===== src/rtl/hazard_pkg.sv =====
// Shared encodings and slot record for the hazard scoreboard.
// Slot field widths here set the register/Tnew widths used by every file.
package hazard_pkg;

    localparam int unsigned HZ_AW = 5;
    localparam int unsigned HZ_TW = 2;

    localparam logic [1:0] FWD_GRF = 2'd0;
    localparam logic [1:0] FWD_E   = 2'd1;
    localparam logic [1:0] FWD_M   = 2'd2;
    localparam logic [1:0] FWD_W   = 2'd3;

    // All-ones Tuse marks a source operand the instruction never reads.
    localparam logic [HZ_TW-1:0] TUSE_NONE = '1;

    typedef struct packed {
        logic             valid;
        logic             writes;
        logic [HZ_AW-1:0] dst;
        logic [HZ_TW-1:0] tnew;
    } slot_t;

endpackage


===== src/rtl/hazard_scoreboard_if.sv =====
// Decode-side bundle of the hazard scoreboard: D-stage fields in, stall/bypass/write-port out.
// d_valid qualifies the D fields; stall is the inverse of ready, so D is consumed on a clock edge where d_valid && !stall.
interface hazard_scoreboard_if #(
    parameter int unsigned AW = 5,
    parameter int unsigned TW = 2
);
    logic          d_valid;
    logic [AW-1:0] d_rs;
    logic [AW-1:0] d_rt;
    logic [TW-1:0] d_tuse_rs;
    logic [TW-1:0] d_tuse_rt;
    logic          d_writes;
    logic [AW-1:0] d_dst;
    logic [TW-1:0] d_tnew;

    logic          stall;
    logic [1:0]    fwd_rs_sel;
    logic [1:0]    fwd_rt_sel;
    logic          forward_rs_grf;
    logic          forward_rt_grf;
    logic          reg_write;
    logic [AW-1:0] write_addr;

    modport master (
        output d_valid, d_rs, d_rt, d_tuse_rs, d_tuse_rt, d_writes, d_dst, d_tnew,
        input  stall, fwd_rs_sel, fwd_rt_sel, forward_rs_grf, forward_rt_grf,
               reg_write, write_addr
    );

    modport slave (
        input  d_valid, d_rs, d_rt, d_tuse_rs, d_tuse_rt, d_writes, d_dst, d_tnew,
        output stall, fwd_rs_sel, fwd_rt_sel, forward_rs_grf, forward_rt_grf,
               reg_write, write_addr
    );
endinterface


===== src/rtl/hazard_slot.sv =====
// One pipeline-stage slot {valid, writes, dst, tnew}: load-or-bubble mux, optional Tnew countdown.
// DECR=0 for the E slot (fresh Tnew from decode), DECR=1 for slots fed by an older stage.
module hazard_slot
    import hazard_pkg::*;
#(
    parameter bit DECR = 1'b1
) (
    input  logic  clk,
    input  logic  reset,
    input  logic  load_i,
    input  slot_t slot_i,
    output slot_t slot_o
);

    slot_t slot_d;
    slot_t slot_q;

    always_comb begin
        slot_d = '0;
        if (load_i) begin
            slot_d = slot_i;
            if (DECR && (slot_i.tnew != '0)) begin
                slot_d.tnew = slot_i.tnew - 1'b1;
            end
        end
    end

    always_ff @(posedge clk or posedge reset) begin
        if (reset) begin
            slot_q <= '0;
        end else begin
            slot_q <= slot_d;
        end
    end

    assign slot_o = slot_q;

endmodule


===== src/rtl/hazard_scoreboard.sv =====
// Tuse/Tnew hazard scoreboard: tracks E/M/W destinations, drives D stall, bypass selects and GRF write port.
// Build option HAZARD_BYPASS_EN enables E/M bypass; without it only W write-through forwarding exists.
module hazard_scoreboard
    import hazard_pkg::*;
#(
    parameter int unsigned AW = HZ_AW,
    parameter int unsigned TW = HZ_TW
) (
    input  logic                clk,
    input  logic                reset,
    hazard_scoreboard_if.slave  hz
);

    slot_t e_q;
    slot_t m_q;
    slot_t w_q;
    slot_t d_slot;
    logic  e_load;
    logic  stall_w;
    logic [2:0] rs_res;
    logic [2:0] rt_res;

    function automatic logic slot_match(input slot_t s, input logic [AW-1:0] r);
        return s.valid && s.writes && (s.dst == r) && (r != '0);
    endfunction

    // Result is {stall, sel}; only the youngest matching slot is examined.
    function automatic logic [2:0] resolve(input logic [AW-1:0] r, input logic [TW-1:0] tuse,
                                           input slot_t e, input slot_t m, input slot_t w);
        logic [2:0] res;
        slot_t      win;
        logic [1:0] code;
        logic       found;
        res   = '0;
        win   = '0;
        code  = FWD_GRF;
        found = 1'b1;
        if (slot_match(e, r)) begin
            win  = e;
            code = FWD_E;
        end else if (slot_match(m, r)) begin
            win  = m;
            code = FWD_M;
        end else if (slot_match(w, r)) begin
            win  = w;
            code = FWD_W;
        end else begin
            found = 1'b0;
        end
        if (found && (tuse != TUSE_NONE)) begin
`ifdef HAZARD_BYPASS_EN
            if (win.tnew > tuse) begin
                res[2] = 1'b1;
            end else if (win.tnew == '0) begin
                res[1:0] = code;
            end
`else
            if ((code != FWD_W) || (win.tnew > tuse)) begin
                res[2] = 1'b1;
            end else if (win.tnew == '0) begin
                res[1:0] = FWD_W;
            end
`endif
        end
        return res;
    endfunction

    always_comb begin
        d_slot        = '0;
        d_slot.valid  = 1'b1;
        d_slot.writes = hz.d_writes;
        d_slot.dst    = hz.d_dst;
        d_slot.tnew   = hz.d_tnew;
    end

    assign rs_res  = resolve(hz.d_rs, hz.d_tuse_rs, e_q, m_q, w_q);
    assign rt_res  = resolve(hz.d_rt, hz.d_tuse_rt, e_q, m_q, w_q);
    assign stall_w = hz.d_valid && (rs_res[2] || rt_res[2]);
    assign e_load  = hz.d_valid && !stall_w;

    hazard_slot #(.DECR(1'b0)) u_slot_e (
        .clk    (clk),
        .reset  (reset),
        .load_i (e_load),
        .slot_i (d_slot),
        .slot_o (e_q)
    );

    hazard_slot #(.DECR(1'b1)) u_slot_m (
        .clk    (clk),
        .reset  (reset),
        .load_i (1'b1),
        .slot_i (e_q),
        .slot_o (m_q)
    );

    hazard_slot #(.DECR(1'b1)) u_slot_w (
        .clk    (clk),
        .reset  (reset),
        .load_i (1'b1),
        .slot_i (m_q),
        .slot_o (w_q)
    );

    assign hz.stall          = stall_w;
    assign hz.fwd_rs_sel     = rs_res[1:0];
    assign hz.fwd_rt_sel     = rt_res[1:0];
    assign hz.forward_rs_grf = (rs_res[1:0] == FWD_W);
    assign hz.forward_rt_grf = (rt_res[1:0] == FWD_W);
    assign hz.reg_write      = w_q.valid && w_q.writes && (w_q.dst != '0);
    assign hz.write_addr     = w_q.dst;

endmodule

===== src/flat_wrapper.sv =====
// flat-port wrapper written by rule: the top's interface ports become plain ports
module hazard_scoreboard_flat import hazard_pkg::*;
#(
    parameter int unsigned AW = HZ_AW,
    parameter int unsigned TW = HZ_TW
)
  (clk, reset, hz_d_valid, hz_d_rs, hz_d_rt, hz_d_tuse_rs, hz_d_tuse_rt, hz_d_writes, hz_d_dst, hz_d_tnew, hz_stall, hz_fwd_rs_sel, hz_fwd_rt_sel, hz_forward_rs_grf, hz_forward_rt_grf, hz_reg_write, hz_write_addr);
  hazard_scoreboard_if #(.AW(AW), .TW(TW)) hz_i ();
  input  logic clk;
  input  logic reset;
  input wire logic [$bits(hz_i.d_valid)-1:0] hz_d_valid;
  input wire logic [$bits(hz_i.d_rs)-1:0] hz_d_rs;
  input wire logic [$bits(hz_i.d_rt)-1:0] hz_d_rt;
  input wire logic [$bits(hz_i.d_tuse_rs)-1:0] hz_d_tuse_rs;
  input wire logic [$bits(hz_i.d_tuse_rt)-1:0] hz_d_tuse_rt;
  input wire logic [$bits(hz_i.d_writes)-1:0] hz_d_writes;
  input wire logic [$bits(hz_i.d_dst)-1:0] hz_d_dst;
  input wire logic [$bits(hz_i.d_tnew)-1:0] hz_d_tnew;
  output wire logic [$bits(hz_i.stall)-1:0] hz_stall;
  output wire logic [$bits(hz_i.fwd_rs_sel)-1:0] hz_fwd_rs_sel;
  output wire logic [$bits(hz_i.fwd_rt_sel)-1:0] hz_fwd_rt_sel;
  output wire logic [$bits(hz_i.forward_rs_grf)-1:0] hz_forward_rs_grf;
  output wire logic [$bits(hz_i.forward_rt_grf)-1:0] hz_forward_rt_grf;
  output wire logic [$bits(hz_i.reg_write)-1:0] hz_reg_write;
  output wire logic [$bits(hz_i.write_addr)-1:0] hz_write_addr;
  assign hz_i.d_valid = hz_d_valid;
  assign hz_i.d_rs = hz_d_rs;
  assign hz_i.d_rt = hz_d_rt;
  assign hz_i.d_tuse_rs = hz_d_tuse_rs;
  assign hz_i.d_tuse_rt = hz_d_tuse_rt;
  assign hz_i.d_writes = hz_d_writes;
  assign hz_i.d_dst = hz_d_dst;
  assign hz_i.d_tnew = hz_d_tnew;
  assign hz_stall = hz_i.stall;
  assign hz_fwd_rs_sel = hz_i.fwd_rs_sel;
  assign hz_fwd_rt_sel = hz_i.fwd_rt_sel;
  assign hz_forward_rs_grf = hz_i.forward_rs_grf;
  assign hz_forward_rt_grf = hz_i.forward_rt_grf;
  assign hz_reg_write = hz_i.reg_write;
  assign hz_write_addr = hz_i.write_addr;
  hazard_scoreboard #(.AW(AW), .TW(TW)) u_core (.clk(clk), .reset(reset), .hz(hz_i));
endmodule

===== config.mk =====
export PLATFORM = sky130hd
export DESIGN_NAME = hazard_scoreboard_flat
export DESIGN_NICKNAME = d
export VERILOG_FILES = /design/src/rtl/hazard_pkg.sv /design/src/rtl/hazard_scoreboard_if.sv /design/src/rtl/hazard_slot.sv /design/src/rtl/hazard_scoreboard.sv /design/src/flat_wrapper.sv
export SDC_FILE = /design/constraint.sdc
export NUM_CORES = 1
export LEC_CHECK = 0
export CAP_MARGIN = 20
export CELL_PAD_IN_SITES_DETAIL_PLACEMENT = 0
export CELL_PAD_IN_SITES_GLOBAL_PLACEMENT = 1
export CORE_AREA = 5 5 69 71
export CTS_CLUSTER_DIAMETER = 40
export CTS_CLUSTER_SIZE = 40
export DETAILED_ROUTE_END_ITERATION = 10
export DIE_AREA = 0 0 74 76
export MAX_ROUTING_LAYER = met4
export PLACE_DENSITY = 0.88
export SYNTH_ARGS = -nofsm -noshare
export SYNTH_HDL_FRONTEND = slang
export SYNTH_SLANG_ARGS = --single-unit

===== constraint.sdc =====
create_clock -name clk -period 13 [get_ports clk]
set_input_delay 3.9 -clock clk [delete_from_list [all_inputs] [get_ports clk]]
set_output_delay 3.9 -clock clk [all_outputs]
set_load 0.02 [all_outputs]

After elaboration in Yosys (flattened, before gate mapping)
Index checks and enable logic that the tools add are counted.
Storage, ports and cells
  bits in registers: 27
  bits of input ports: 25
  output and inout bits: 13
  word-level logic and storage cells: 88
Operators by class
  add/sub/neg operators: 2
  magnitude comparators: 2
  equality and inequality tests: 12
  mux-type cells: 29
  reduce and logical (&&, ||, !) cells: 31
Operator list (number)
  two-way mux 2 bit: 18
  equality test 5 bit: 6
  logical AND 1 bit: 20
  nonzero test 5 bit: 3
  two-way mux 9 bit: 1
  two-way mux 1 bit: 8
  != test 2 bit, second input constant: 4
  two-way mux 3 bit: 2
  equality test 2 bit, second input constant: 2
  greater-than comparator 2 bit: 2
  logical NOT 2 bit: 2
  nonzero test 2 bit: 2
  subtractor 2 x 1 -> 2 bit, second input constant: 2
  logical OR 1 bit: 3
  logical NOT 1 bit: 1

Longest topological paths before layout
  word-level depth: 15
  gate-level depth with buffers: 14
  depth with buffers taken out: 13

Cells and area by module
Synthesis repeated with hierarchy kept, for this count alone.
Unflattened totals
  cells, all modules: 156
  area total of the unflattened synthesis: 1619.1 µm²
By module, submodules not included
  hazard_scoreboard: times used 1, cells an instance 99, area each 740.7 µm², sequential area each 0.0 µm²
  hazard_slot at u_core.u_slot_m ...: times used 2, cells an instance 19, area each 296.5 µm², sequential area each 225.2 µm²
  hazard_slot at u_core.u_slot_e: times used 1, cells an instance 19, area each 285.3 µm², sequential area each 225.2 µm²

Least setup slack after synthesis
No wires, ideal clock.
  path type: input -> output
  start point: input hz_d_rs[1]
  end point: output hz_fwd_rs_sel[0]
  arrival: 6.587 ns
  required time: 9.100 ns
  slack: 2.513 ns
  stages on the path: 13
  path buffers: 1
  path through: or4_1 > nor2_2 > nor4_1 > nor2b_1 > a22oi_1 > o21ai_0 > ha_1 > a21oi_1 > a21oi_1 > nor4_1 > nand2_1 > nor3_1 > buf_4
Between the ends
  word-level cells in the longest chain between the ends: 10
  elaborated cells between the ends (all ways): 27
RTL lines
  from (decl): line flat_wrapper.sv:12  | input wire logic [$bits(hz_i.d_rs)-1:0] hz_d_rs;
  equality test 5 bit: line hazard_scoreboard.sv:24  | return s.valid && s.writes && (s.dst == r) && (r != '0);
  logical AND 1 bit (2 in series): line hazard_scoreboard.sv:24
  two-way mux 2 bit: line hazard_scoreboard.sv:44  | end else if (slot_match(w, r)) begin
  two-way mux 2 bit: line hazard_scoreboard.sv:41  | end else if (slot_match(m, r)) begin
  two-way mux 2 bit: line hazard_scoreboard.sv:38  | if (slot_match(e, r)) begin
  greater-than comparator 2 bit, or another cell as far along: line hazard_scoreboard.sv:58  | if ((code != FWD_W) || (win.tnew > tuse)) begin
  logical OR 1 bit or two-way mux 2 bit (tied branches): line hazard_scoreboard.sv:58, hazard_scoreboard.sv:60
  two-way mux 2 bit: line hazard_scoreboard.sv:58
  two-way mux 3 bit (*): line hazard_scoreboard.sv:50  | if (found && (tuse != TUSE_NONE)) begin
  to (decl): line flat_wrapper.sv:20  | output wire logic [$bits(hz_i.fwd_rs_sel)-1:0] hz_fwd_rs_sel;
Every way passes the cells marked *; elsewhere a longest branch is shown, timed or not.

Worst setup path in the final report
  start point: input hz_d_rs[1]
  end point: output hz_fwd_rs_sel[1]
Same word-level chain as after synthesis.

==> flow_summary.yaml <==
run_status:
  status: "complete, no violations"
power:
  p_sw_share_pct: 25.4
  seq_power_share_pct: 54.3
  peakVddDrop_mv: 0.0448
  switchingPower_w: 0.0000436
  leakage_nw: 0.800
  pwr-share-clk_pct: 27.1
  combPwrFrac_pct: 18.6
  p_int_w: 0.000128
  fin_total_pwr_w: 0.000171
  p_per_area_nw_per_um2: 86.4
worst_hold_path:
  hp-start: "u_core.u_slot_e.slot_o[7]"
  min_path_type: "flop to flop"
  whs_path_depth: 0
  hold_path_end: "u_core.u_slot_m.slot_o[7]"
place:
  dp_hpwl_um: 2560
  portBuffers: 37
  gp_congestion: 0.863
  place_area_sq_um: 1910
floorplanning:
  ioPinCount: 38
  fp.dieH_um: 76
  initial_core_util_pct: 37.0
  dieArea_sq_um: 5620
  core_sq_um: 4170
  die_x_um: 74
  std_cell_rows: 24
worst_setup_path:
  cp.arrival_ps: 7620
  critical_path_class: "input port to output pin"
  rrSetupSlack_ps: 10050
  r2r_cells: 11
  r2r_end: "u_core.u_slot_e.slot_o[5]"
  end_kind: "output pin"
  timing.rr.start: "u_core.u_slot_w.slot_o[2]"
  required_ps: 9100
  critPathMaxFanout: 4
  worst_setup_path_start_kind: "input port"
global_route:
  grt_max_degree: 28
  grt_overflow_total: 0
  grt_pass1_vias: 1169
  track_usage_pct: 12.4
  grt_pass1_wl_um: 5350
  antenna_found_initial: 0
run:
  drv_cap: 0
clock_tree:
  root_buffer: "clkbuf_8"
  htreeDepth: 1
  cts.sinks: 27
  cts_resized: 0
  cts_buffers: 3
  cts_tree: "yes"
  clkSlewWorstSetupHoldPaths_ps: 80
  clk_latency_ps: 270
  postCtsSetupRepairBufs: 0
  cts_buffer_depth: 2
  cts_hold_buf: 0
yosys:
  syn_nets: 183
  synthCells: 154
  async_reset_ff_share_pct: 100
  synth.ff_latch_count: 27
  synth_cell_types: 32
  synth.avg_cell_area_sq_um: 10.0
  synth_edf_count: 0
  ys.flop_type: "dfrtp_1"
  synth_area_sq_um: 1540
  yosysWarnings: 0
  synth-seq-area-share_pct: 43.8
routing:
  drtIter0Drc: 79
  drcViolationCount: 0
  detail_route.first_pass.iterations: 4
  vias: 1189
  routed_wl_um: 3190
  wl_per_cell_um: 13.4
  ant_nets: 0
  vias_per_cell: 5.00
cells_and_area:
  layout.nets: 216
  layout-drive-gt1-share_pct: 7.53
  design_area_sq_um: 1980
  synthToLayoutAreaGrowth_pct: 28.3
  n_antenna_cell: 0
sta:
  fin_crit_ps: 11520
  relSlewSlack_pct: 52.8
  fin_worst_skew_ps: 5.68
  setup_viol: 0
  fin_crit_sh_pct: 88.6
  fmax_ghz: 0.0868
  setup_tns_ps: 0
  finalHoldViolCount: 0
  rsz0062_at_grt: "no"
  tightestPinTransition_ps: 702
  finalMaxSlewViolations: 0
final cells by class:
cell class / instances / area [sq um]
fill: 400 / 2190
multi-input combinational: 108 / 763
tap: 52 / 65.1
timing repair buffer: 38 / 398
clock buffer: 4 / 45.0
sequential: 27 / 676
inverter: 9 / 33.8
cell families after synthesis:
| logic type | after synthesis | share of synthesized area, % |
|---|---|---|
| xor gates and xnor gates | 26 | 14.7 |
| DFF | 27 | 43.8 |
| muxes | 1 | 0.648 |
| AOI/OAI and AO/OA | 17 | 9.56 |
| buffers and inverters | 19 | 6.81 |
| adders and majority gates | 4 | 3.24 |
| and+or+nand+nor | 60 | 21.2 |
state kept, by name, summed over array words and instances (netlist names):
name                    cells
u_core.u_slot_e.slot_o      9
u_core.u_slot_w.slot_o      9
u_core.u_slot_m.slot_o      9
stage by stage:
stage	util (%)	instances	worst slack (ps)	hold slack (ps)
floorplan	-	154	2510	354
global placement	45.7	233	1530	356
detailed placement	45.7	233	1540	362
CTS	46.8	237	1520	382
global route	47.5	238	1130	398
finish	47.5	238	1480	379
how the worst max path moves through the flow:
stage / from / endpoint / slack [ps] / depth (start not counted)
detailed placement: hz_d_rt[2] / hz_stall / 1540 / 15
finish: hz_d_rs[1] / hz_fwd_rs_sel[1] / 1480 / 14
global route: hz_d_rs[2] / hz_fwd_rs_sel[0] / 1130 / 14
global placement: hz_d_rs[2] / hz_stall / 1530 / 13
floorplan: hz_d_rs[1] / hz_fwd_rs_sel[0] / 2510 / 13
CTS: hz_d_rt[2] / hz_stall / 1520 / 15
layer usage:
metal  GRT usage (%)  routed length (um)  share of wire, %
met5               -                   0                 0
met4            5.98                  96               3.0
met3            1.85                 207               6.5
met2            18.8                1470                46
met1            15.9                1420                44
power by group through the flow:
stage                     sequential (W)  combinational, W   clock, W
after floorplan                0.0000932         0.0000183          0
after global placement         0.0000945         0.0000307          0
after detailed placement       0.0000947         0.0000311          0
after CTS                      0.0000930         0.0000312  0.0000472
after global routing           0.0000937         0.0000352  0.0000509
final                          0.0000930         0.0000319  0.0000464
Yosys cell counts, drive strengths merged, types with 4 or more instances:
master	instances	area, sq um
and2	5	31.3
buf	10	71.3
dfrtp	27	676
ha	4	50.1
inv	9	33.8
nand2	15	56.3
nand4	4	25.0
nor2	14	62.6
nor2b	5	31.3
nor3	6	30.0
nor4	5	50.1
xnor2	24	210
cells in the final DEF (no fill, tap or decap), types with 3 or more instances in the layout:
cell	Yosys	final
a221o_1	3	3
clkdlybuf4s50_1	0	37
nand4_1	4	4
inv_1	8	8
nor2b_1	5	5
nor3_1	6	6
dfrtp_1	27	27
clkbuf_8	0	3
nor2_1	12	12
nand2_1	15	15
nor4_2	3	3
xnor2_1	24	24
a21oi_1	3	3
and2_1	5	5
nand3_1	3	3
ha_1	4	4
critical path: stages:
cell and delay, ps:
clkdlybuf4s50_1 590, or4_1 170, nor2_2 50, nor4_1 650
nor2b_1 270, a22oi_1 80, o21ai_0 180, ha_1 260
a21oi_1 130, a21oi_1 80, nor4_1 230, nand2_1 90
nor3_1 270, clkdlybuf4s50_1 670
Power figures use the tool's default switching activity.
